[src/rtl/mfp_timer_gen_if.sv]
// mfp_timer_gen_if: register-access signals between the MFP bus decoder and one timer channel.
// Signal directions are named from the timer channel's point of view.
interface mfp_timer_gen_if #(
   parameter int W = 8
);
   logic         i_ds;
   logic         i_dat_we;
   logic [W-1:0] i_dat;
   logic [W-1:0] o_dat;
   logic         i_ctrl_we;
   logic [6:0]   i_ctrl;
   logic [5:0]   o_ctrl;

   modport master (
      output i_ds, i_dat_we, i_dat, i_ctrl_we, i_ctrl,
      input  o_dat, o_ctrl
   );

   modport slave (
      input  i_ds, i_dat_we, i_dat, i_ctrl_we, i_ctrl,
      output o_dat, o_ctrl
   );
endinterface

[src/rtl/mfp_timer_gen.sv]
// mfp_timer_gen: MFP-style W-bit down-counting timer channel (delay/event/pulse/one-shot modes).
// Define MFP_TIMER_CASCADE_EN to let control[5] make the channel count CASC_I pulses.
module mfp_timer_gen #(
   parameter int W          = 8,
   parameter int TRIG_DEPTH = 8,
   parameter int TRIG_TAP   = 2
) (
   input  logic           clk,
   input  logic           rst_n,
   mfp_timer_gen_if.slave bus,
   input  logic           i_xclk_en,
   input  logic           i_t_i,
   input  logic           i_casc_i,
   output logic           o_pulse_mode,
   output logic           o_event_mode,
   output logic           o_running,
   output logic           o_t_o,
   output logic           o_t_o_pulse,
   output logic [W-1:0]   o_set_data_out
);

`ifdef MFP_TIMER_CASCADE_EN
   localparam logic [5:0] CTRL_MASK = 6'h3F;
`else
   localparam logic [5:0] CTRL_MASK = 6'h1F;
`endif

   logic [5:0]            r_ctrl;
   logic [W-1:0]          r_data;
   logic [W-1:0]          r_cnt;
   logic [W-1:0]          r_snap;
   logic [7:0]            r_presc;
   logic [TRIG_DEPTH-1:0] r_filt;
   logic                  r_cnt_en;
   logic                  r_reload;
   logic                  r_ds_q;
   logic                  r_to;
   logic                  r_to_pulse;

   logic       w_running;
   logic       w_delay;
   logic       w_event;
   logic       w_pulse;
   logic       w_casc_on;
   logic [7:0] w_div_m1;
   logic       w_tick;
   logic       w_trig;
   logic       w_src;
   logic       w_reload;
   logic       w_dat_load;
   logic       w_dec;
   logic       w_timeout;

   assign w_running = |r_ctrl[3:0];
   assign w_delay   = ~r_ctrl[3] & (|r_ctrl[2:0]);
   assign w_event   = (r_ctrl[3:0] == 4'b1000);
   assign w_pulse   = r_ctrl[3] & (|r_ctrl[2:0]);

   // control[5] only ever becomes set when the cascade build stores it
   assign w_casc_on = r_ctrl[5] & w_running;

   always_comb begin
      w_div_m1 = 8'd0;
      case (r_ctrl[2:0])
         3'd1:    w_div_m1 = 8'd3;
         3'd2:    w_div_m1 = 8'd9;
         3'd3:    w_div_m1 = 8'd15;
         3'd4:    w_div_m1 = 8'd49;
         3'd5:    w_div_m1 = 8'd63;
         3'd6:    w_div_m1 = 8'd99;
         3'd7:    w_div_m1 = 8'd199;
         default: w_div_m1 = 8'd0;
      endcase
   end

   // The 199 cap bounds the first tick after a divisor is lowered mid-count
   assign w_tick = i_xclk_en & (|r_ctrl[2:0]) & ((r_presc == w_div_m1) | (r_presc == 8'd199));
   assign w_trig = i_xclk_en & (r_filt[TRIG_TAP+3:TRIG_TAP] == 4'b0011);

   always_comb begin
      w_src = 1'b0;
      if (w_casc_on)    w_src = i_casc_i;
      else if (w_pulse) w_src = w_tick & w_trig;
      else if (w_delay) w_src = w_tick;
      else if (w_event) w_src = w_trig;
   end

   assign w_dat_load = bus.i_dat_we & ~w_running;
   assign w_reload   = r_reload & w_running;
   assign w_dec      = r_cnt_en & w_running & ~w_reload;
   assign w_timeout  = w_dec & (r_cnt == W'(1));

   always_ff @(posedge clk or negedge rst_n) begin
      if (!rst_n) begin
         r_ctrl     <= '0;
         r_data     <= '0;
         r_cnt      <= '0;
         r_snap     <= '0;
         r_presc    <= '0;
         r_filt     <= '0;
         r_cnt_en   <= 1'b0;
         r_reload   <= 1'b0;
         r_ds_q     <= 1'b0;
         r_to       <= 1'b0;
         r_to_pulse <= 1'b0;
      end else begin
         r_ds_q <= bus.i_ds;
         if (bus.i_ds && !r_ds_q) r_snap <= r_cnt;

         if (i_xclk_en) r_filt <= (r_filt << 1) | {{(TRIG_DEPTH-1){1'b0}}, i_t_i};

         if (r_ctrl[2:0] == 3'd0)  r_presc <= 8'd0;
         else if (i_xclk_en)       r_presc <= w_tick ? 8'd0 : r_presc + 8'd1;

         r_cnt_en   <= w_src;
         r_reload   <= w_timeout;
         r_to_pulse <= w_timeout;

         if (bus.i_dat_we) r_data <= bus.i_dat;

         // A one-shot timeout parks the counter at the data value since the later reload is suppressed
         if (w_dat_load)     r_cnt <= bus.i_dat;
         else if (w_reload)  r_cnt <= r_data;
         else if (w_dec)     r_cnt <= (w_timeout && r_ctrl[4]) ? r_data : r_cnt - W'(1);

         if (bus.i_ctrl_we)              r_ctrl      <= bus.i_ctrl[5:0] & CTRL_MASK;
         else if (w_timeout && r_ctrl[4]) r_ctrl[3:0] <= 4'b0000;

         if (bus.i_ctrl_we && bus.i_ctrl[6]) r_to <= 1'b0;
         else if (w_timeout)                 r_to <= ~r_to;
      end
   end

   assign bus.o_dat      = r_snap;
   assign bus.o_ctrl     = r_ctrl;
   assign o_pulse_mode   = w_pulse;
   assign o_event_mode   = w_event;
   assign o_running      = w_running;
   assign o_t_o          = r_to;
   assign o_t_o_pulse    = r_to_pulse;
   assign o_set_data_out = r_data;

endmodule
[src/flat_wrapper.sv]
// flat-port wrapper written by rule: the top's interface ports become plain ports
module mfp_timer_gen_flat 
#(
   parameter int W          = 8,
   parameter int TRIG_DEPTH = 8,
   parameter int TRIG_TAP   = 2
)
  (clk, rst_n, i_xclk_en, i_t_i, i_casc_i, o_pulse_mode, o_event_mode, o_running, o_t_o, o_t_o_pulse, o_set_data_out, bus_i_ds, bus_i_dat_we, bus_i_dat, bus_i_ctrl_we, bus_i_ctrl, bus_o_dat, bus_o_ctrl);
  mfp_timer_gen_if #(.W(W)) bus_i ();
  input  logic clk;
  input  logic rst_n;
  input  logic i_xclk_en;
  input  logic i_t_i;
  input  logic i_casc_i;
  output logic o_pulse_mode;
  output logic o_event_mode;
  output logic o_running;
  output logic o_t_o;
  output logic o_t_o_pulse;
  output logic [W-1:0] o_set_data_out;
  input wire logic [$bits(bus_i.i_ds)-1:0] bus_i_ds;
  input wire logic [$bits(bus_i.i_dat_we)-1:0] bus_i_dat_we;
  input wire logic [$bits(bus_i.i_dat)-1:0] bus_i_dat;
  input wire logic [$bits(bus_i.i_ctrl_we)-1:0] bus_i_ctrl_we;
  input wire logic [$bits(bus_i.i_ctrl)-1:0] bus_i_ctrl;
  output wire logic [$bits(bus_i.o_dat)-1:0] bus_o_dat;
  output wire logic [$bits(bus_i.o_ctrl)-1:0] bus_o_ctrl;
  assign bus_i.i_ds = bus_i_ds;
  assign bus_i.i_dat_we = bus_i_dat_we;
  assign bus_i.i_dat = bus_i_dat;
  assign bus_i.i_ctrl_we = bus_i_ctrl_we;
  assign bus_i.i_ctrl = bus_i_ctrl;
  assign bus_o_dat = bus_i.o_dat;
  assign bus_o_ctrl = bus_i.o_ctrl;
  mfp_timer_gen #(.W(W), .TRIG_DEPTH(TRIG_DEPTH), .TRIG_TAP(TRIG_TAP)) u_core (.clk(clk), .rst_n(rst_n), .bus(bus_i), .i_xclk_en(i_xclk_en), .i_t_i(i_t_i), .i_casc_i(i_casc_i), .o_pulse_mode(o_pulse_mode), .o_event_mode(o_event_mode), .o_running(o_running), .o_t_o(o_t_o), .o_t_o_pulse(o_t_o_pulse), .o_set_data_out(o_set_data_out));
endmodule
[config.mk]
export PLATFORM = sky130hd
export DESIGN_NAME = mfp_timer_gen_flat
export DESIGN_NICKNAME = d
export VERILOG_FILES = /design/src/rtl/mfp_timer_gen_if.sv /design/src/rtl/mfp_timer_gen.sv /design/src/flat_wrapper.sv
export SDC_FILE = /design/constraint.sdc
export NUM_CORES = 1
export LEC_CHECK = 0
export BUFFER_PORTS_ARGS = -buffer_cell sky130_fd_sc_hd__buf_2
export CAP_MARGIN = 5
export CORE_ASPECT_RATIO = 0.7
export CORE_MARGIN = 2
export CORE_UTILIZATION = 33
export CTS_BUF_LIST = sky130_fd_sc_hd__clkbuf_8
export DETAILED_ROUTE_END_ITERATION = 8
export HOLD_SLACK_MARGIN = 0.02
export SLEW_MARGIN = 20
export SYNTH_ARGS = -nofsm -noshare
export SYNTH_HDL_FRONTEND = slang
export SYNTH_SLANG_ARGS = --single-unit
[constraint.sdc]
create_clock -name clk -period 5.4 [get_ports clk]
set_clock_uncertainty 0.1 [all_clocks]
set_input_delay 0.54 -clock clk [delete_from_list [all_inputs] [get_ports clk]]
set_output_delay 0.54 -clock clk [all_outputs]
set_load 0.005 [all_outputs]
# Word level (Yosys, flattened, before mapping)
# Index checks and enable logic that the tools add are counted.
[op_classes] add_sub_neg=2 n_eq_ne=12 muxes=15 bitwise_logic=17 n_reduce_logical=11
[ops] op="$mux W8" n=7
[ops] op="$pmux W8 S7" n=1
[ops] op="$eq A3 B3 Y1 const B" n=4
[ops] op="$and A1 B1 Y1" n=11
[ops] op="$add A8 B1 Y8 const B" n=1
[ops] op="$eq A8 B1 Y1 const B" n=1
[ops] op="$eq A8 B8 Y1" n=1
[ops] op="$eq A8 B8 Y1 const B" n=1
[ops] op="$mux W4" n=2
[ops] op="$sub A8 B1 Y8 const B" n=1
[ops] op="$eq A3 B2 Y1 const B" n=2
[ops] op="$or A6 B1 Y6" n=1
[ops] op="$reduce_bool A2 Y1" n=3
[ops] op="$mux W1" n=5
[ops] op="$eq A4 B2 Y1 const B" n=1
[ops] op="$eq A4 B4 Y1 const B" n=1
[ops] op="$not A1 Y1" n=4
[ops] op="$reduce_or A4 Y1" n=1
[ops] op="$eq A3 B1 Y1 const B" n=1
[ops] op="$logic_and A1 B1 Y1" n=3
[ops] op="$logic_not A3 Y1" n=1
[ops] op="$reduce_bool A3 Y1" n=1
[ops] op="$reduce_or A3 Y1" n=1
[ops] op="$logic_not A1 Y1" n=1
[ops] op="$or A1 B1 Y1" n=1
[word_totals] reg_bits=47 input_bits=23 wordCells=68

# Longest topological paths before layout
[logic_depth] depth_word=10 depth_mapped=8

# Least setup slack after synthesis
# No wires, ideal clock.
[synth_path] path_type="register to register" from="register u_core.r_ctrl[2] (netlist: u_core.bus.o_ctrl[2])" to="register u_core.r_cnt[5]" setup_time_ps=126 arrival_time_ps=1731 required_time_ps=5174 slack_ps=3443 path_stages_with_launch=8 period_less_slack_ps=1957 cell_sequence="dfrtp_1 -> or3_1 -> buf_4 -> nor2_4 -> inv_1 -> o21ai_2 -> mux2_4 -> o311a_1"
[synth_between] elab_chain_cells=10 elab_cells_between_ends=14 classes_between="mux: 4; bitwise: 7; reduce/logical: 3"
[synth_lines] element="start, declared" line_no="mfp_timer_gen.sv:28" source="logic [5:0] r_ctrl;"
[synth_lines] element="start signal, assigned" line_no="mfp_timer_gen.sv:126" source="if (bus.i_ctrl_we) r_ctrl <= bus.i_ctrl[5:0] & CTRL_MASK;"
[synth_lines] element="$reduce_or A4 Y1 (*)" line_no="mfp_timer_gen.sv:54" source="assign w_running = |r_ctrl[3:0];"
[synth_lines] element="via o_running" line_no="flat_wrapper.sv:17" source="output logic o_running;"
[synth_lines] element="$and A1 B1 Y1" line_no="mfp_timer_gen.sv:89" source="assign w_reload = r_reload & w_running;"
[synth_lines] element="$not A1 Y1" line_no="mfp_timer_gen.sv:90" source="assign w_dec = r_cnt_en & w_running & ~w_reload;"
[synth_lines] element="$and A1 B1 Y1" line_no="mfp_timer_gen.sv:90"
[synth_lines] element="$and A1 B1 Y1" line_no="mfp_timer_gen.sv:91" source="assign w_timeout = w_dec & (r_cnt == W'(1));"
[synth_lines] element="$logic_and A1 B1 Y1" line_no="mfp_timer_gen.sv:124" source="else if (w_dec) r_cnt <= (w_timeout && r_ctrl[4]) ? r_data : r_cnt - W'(1);"
[synth_lines] element="$mux W8 (2 in series)" line_no="mfp_timer_gen.sv:124"
[synth_lines] element="$mux W8" line_no="mfp_timer_gen.sv:123" source="else if (w_reload) r_cnt <= r_data;"
[synth_lines] element="$mux W8" line_no="mfp_timer_gen.sv:122" source="if (w_dat_load) r_cnt <= bus.i_dat;"
[synth_lines] element="end signal, assigned" line_no="mfp_timer_gen.sv:122"
[synth_lines] element="end signal, assigned" line_no="mfp_timer_gen.sv:123"
[synth_lines] element="end signal, assigned" line_no="mfp_timer_gen.sv:124"
[synth_lines] element="end, declared" line_no="mfp_timer_gen.sv:30" source="logic [W-1:0] r_cnt;"
# Mark *: on every way through the listed nets, which the timed path passes. The rest lies on a longest branch. The select of a mux whose other input is x is not followed.
# A chain may end at the register's enable or synchronous reset.

# Final worst setup path
[layout_path] from="register u_core.r_ctrl[1] (netlist: u_core.bus.o_ctrl[1])" to="output o_event_mode"
[layout_between] elab_chain_cells=1
[layout_lines] element="$eq A4 B4 Y1" line_no="mfp_timer_gen.sv:56" source="assign w_event = (r_ctrl[3:0] == 4'b1000);"
[layout_lines] element="end, declared" line_no="flat_wrapper.sv:16" source="output logic o_event_mode;"
# Every way passes these cells.

==> impl_metrics.tcl <==
set metrics [dict create \
    fmax_mhz 397.7 \
    slew_headroom 0.4439 \
    synth_edf_count 0 \
    async_reset_ff_frac 1.000 \
    worstReg2RegStart "u_core.bus.o_ctrl[1]" \
    vias 1800 \
    synth_seq_cells 47 \
    num_rows 25 \
    io_pins 50 \
    ys.flop_type "dfrtp_1" \
    final_cell_count_no_fill 355 \
    rsz0062_at_grt "no" \
    synth.top_cells.by_count "dfrtp_1 (47), mux2_2 (21), nand2_1 (13)" \
    wirelength_um 5269 \
    dieArea_um2 7941 \
    startpoint_type "flip-flop" \
    cts-root-buf "clkbuf_8" \
    worst-path-max-fanout 13 \
    cts_sinks 47 \
    synth_most_common_cell "dfrtp_1" \
    worstPathCellList "nor3_1 -> and2_1 -> buf_2" \
    crit_arrival_ns 1.87 \
    grt_pass1_vias 1698 \
    outcome "completed" \
    vdd_ir_drop_max_mv 0.1437 \
    ys_types 45 \
    drt_iter0_drc 144 \
    antenna_left 0 \
    syn_to_final_growth_pct 16.19 \
    period_minus_slack_ns 2.515 \
    powerDensity_nw_per_um2 387.6 \
    drc 0 \
    syn-num-nets 248 \
    clk_latency_ns 0.30 \
    post_cts_resized 0 \
    hold_violations 0 \
    setup-violations-final 0 \
    nets 286 \
    antenna_found_initial 0 \
    r2r_setup_slack_ns 2.92 \
    dp.final_hpwl_um 3750 \
    total_power_mw 1.075 \
    cts_buffer_depth 2 \
    cap_violations 0 \
    layout_setup_ws_ns 2.885 \
    crit_path_end_kind "output pin" \
    coreArea_um2 6882 \
    cts_tree "done" \
    power.leakage_nw 1.278 \
    grt_pass1_wl_um 8597 \
    grt_usage 0.1391 \
    holdWs_ns 0.1343 \
    die_y_um 75.16 \
    crit-reg2reg-capture "u_core.r_cnt[4]" \
    synth_largest_area_cell "dfrtp_1" \
    syn_area_per_cell_um2 10.75 \
    path_class "flip-flop to output pin" \
    critPathMaxStageDelay_ns 0.73 \
    syn_area_um2 2387 \
    yosysTopAreaCellShare 0.4927 \
    htree_levels 2 \
    initial_utilization 0.3469 \
    required_ns 4.76 \
    hold_class "input port to asynchronous set/reset pin" \
    grt_start_max_net_pins 48 \
    numPortBuffers 46 \
    synthCells 222 \
    die_x_um 105.7 \
    yosysWarnings 0 \
    firstDrtPassIters 4 \
    avgViaCountPerCell 5.070 \
    final_max_slew_viol_count 0 \
    ys_top_cells_by_area "dfrtp_1 (49%), mux2_2 (9.9%), xor2_1 (2.9%)" \
    dp.cells 347 \
    ff2ff_path_depth 6 \
    clkSlewWorstSetupHoldPaths_ns 0.09 \
    finalSetupTns_ns 0 \
    routabilityCongestion 0.8057 \
    drive_gt1_frac 0.3103 \
    cts_setup_buffers 0 \
    dp_slack_ns 2.940 \
    wl_per_cell_um 14.84 \
    yosysSeqAreaShare 0.4927 \
    antennaDiodeCount 0 \
    post-route-period-util 0.4657 \
    overflow 0 \
    numCtsBuffers 5 \
    tightest_slew_ns 0.8278 \
    slowest_stage "nor3_1" \
    holdBufCountCts 0 \
]
## registers in the layout, summed over array words and instances (netlist names)
signal and count:
u_core.r_cnt_en 1, u_core.bus.o_ctrl 5, u_core.r_cnt 8, u_core.r_presc 8, u_core.r_ds_q 1, u_core.o_set_data_out 8
u_core.r_reload 1, u_core.r_filt 6, u_core.bus.o_dat 8, u_core.o_t_o 1
## worst max-delay path by stage
stage	startpoint	endpoint	slack (ns)	cells past startpoint
final	u_core.bus.o_ctrl[1]	o_event_mode	2.89	3
after global routing	u_core.bus.o_ctrl[1]	o_event_mode	2.73	3
after CTS	u_core.bus.o_ctrl[1]	o_event_mode	2.82	3
after detailed placement	u_core.bus.o_ctrl[2]	u_core.r_cnt[4]	2.94	6
after global placement	u_core.bus.o_ctrl[2]	u_core.r_cnt[7]	2.97	6
after floorplan	u_core.bus.o_ctrl[2]	u_core.r_cnt[5]	3.44	7
## layout make-up
cell class / instances / area, µm²
Inverter: 6 / 22.52
Sequential cell: 47 / 1176
Clock inverter: 1 / 7.507
Tap cell: 94 / 117.6
Fill cell: 688 / 4108
Multi-Input combinational cell: 154 / 1121
Clock buffer: 7 / 96.34
Timing Repair Buffer: 46 / 232.7
## routing by layer
| metal | GRT usage | up-vias | wire length, µm |
|---|---|---|---|
| met5 | 0 | - | 0 |
| met4 | 0.04240 | 0 | 35 |
| met3 | 0.02684 | 2 | 281 |
| met2 | 0.1964 | 60 | 2182 |
| met1 | 0.2144 | 860 | 2771 |
| li1 | - | 878 | - |
## kinds of logic after synthesis
logic type                 after synthesis  synth area share
AOI/OAI and AO/OA                       50            0.1473
xor gates and xnor gates                12           0.04402
adders and majority gates                3           0.01572
buffers and inverters                   21           0.03773
DFF                                     47            0.4927
muxes                                   28            0.1305
other                                    1          0.001571
and+or+nand+nor                         60            0.1305
## cell usage in the layout (no fill, tap or decap), types with 2 or more instances in the layout
| cell | Yosys | layout |
|---|---|---|
| nand3b_1 | 2 | 2 |
| nor2_1 | 12 | 12 |
| clkbuf_8 | 0 | 7 |
| and2_1 | 4 | 4 |
| a22o_1 | 4 | 4 |
| ha_1 | 3 | 3 |
| a21oi_1 | 6 | 6 |
| o21a_1 | 2 | 2 |
| nand2b_1 | 2 | 2 |
| mux2_2 | 21 | 21 |
| xor2_1 | 8 | 8 |
| nand2_1 | 13 | 13 |
| a211oi_1 | 4 | 4 |
| a22oi_1 | 7 | 7 |
| nand4_1 | 6 | 6 |
| buf_2 | 3 | 45 |
| o31ai_1 | 3 | 3 |
| nand3_1 | 7 | 7 |
| nor2b_1 | 2 | 2 |
| o21ai_0 | 11 | 11 |
| inv_1 | 6 | 6 |
| dfrtp_1 | 47 | 47 |
| nor3_1 | 6 | 6 |
| mux2i_1 | 6 | 6 |
| xnor2_1 | 4 | 4 |
| o22ai_1 | 3 | 3 |
## per-stage QoR
step                utilization  cell area (µm²)
floorplan                     -             2387
global placement         0.3876             2668
detailed placement       0.3876             2668
CTS                      0.4027             2771
global route             0.4031             2774
finish                   0.4031             2774
## power by group
group	switching, mW	internal, mW
clock network	0.119	0.117
registers	0.0988	0.437
logic	0.147	0.158
## critical path, delay by kind of cell (launching register included)
family        cells  cell delay, ns
buf+inv           1            0.10
flops             1            0.52
simple gates      2            0.95
No activity file was read; power rests on OpenSTA's default activity.
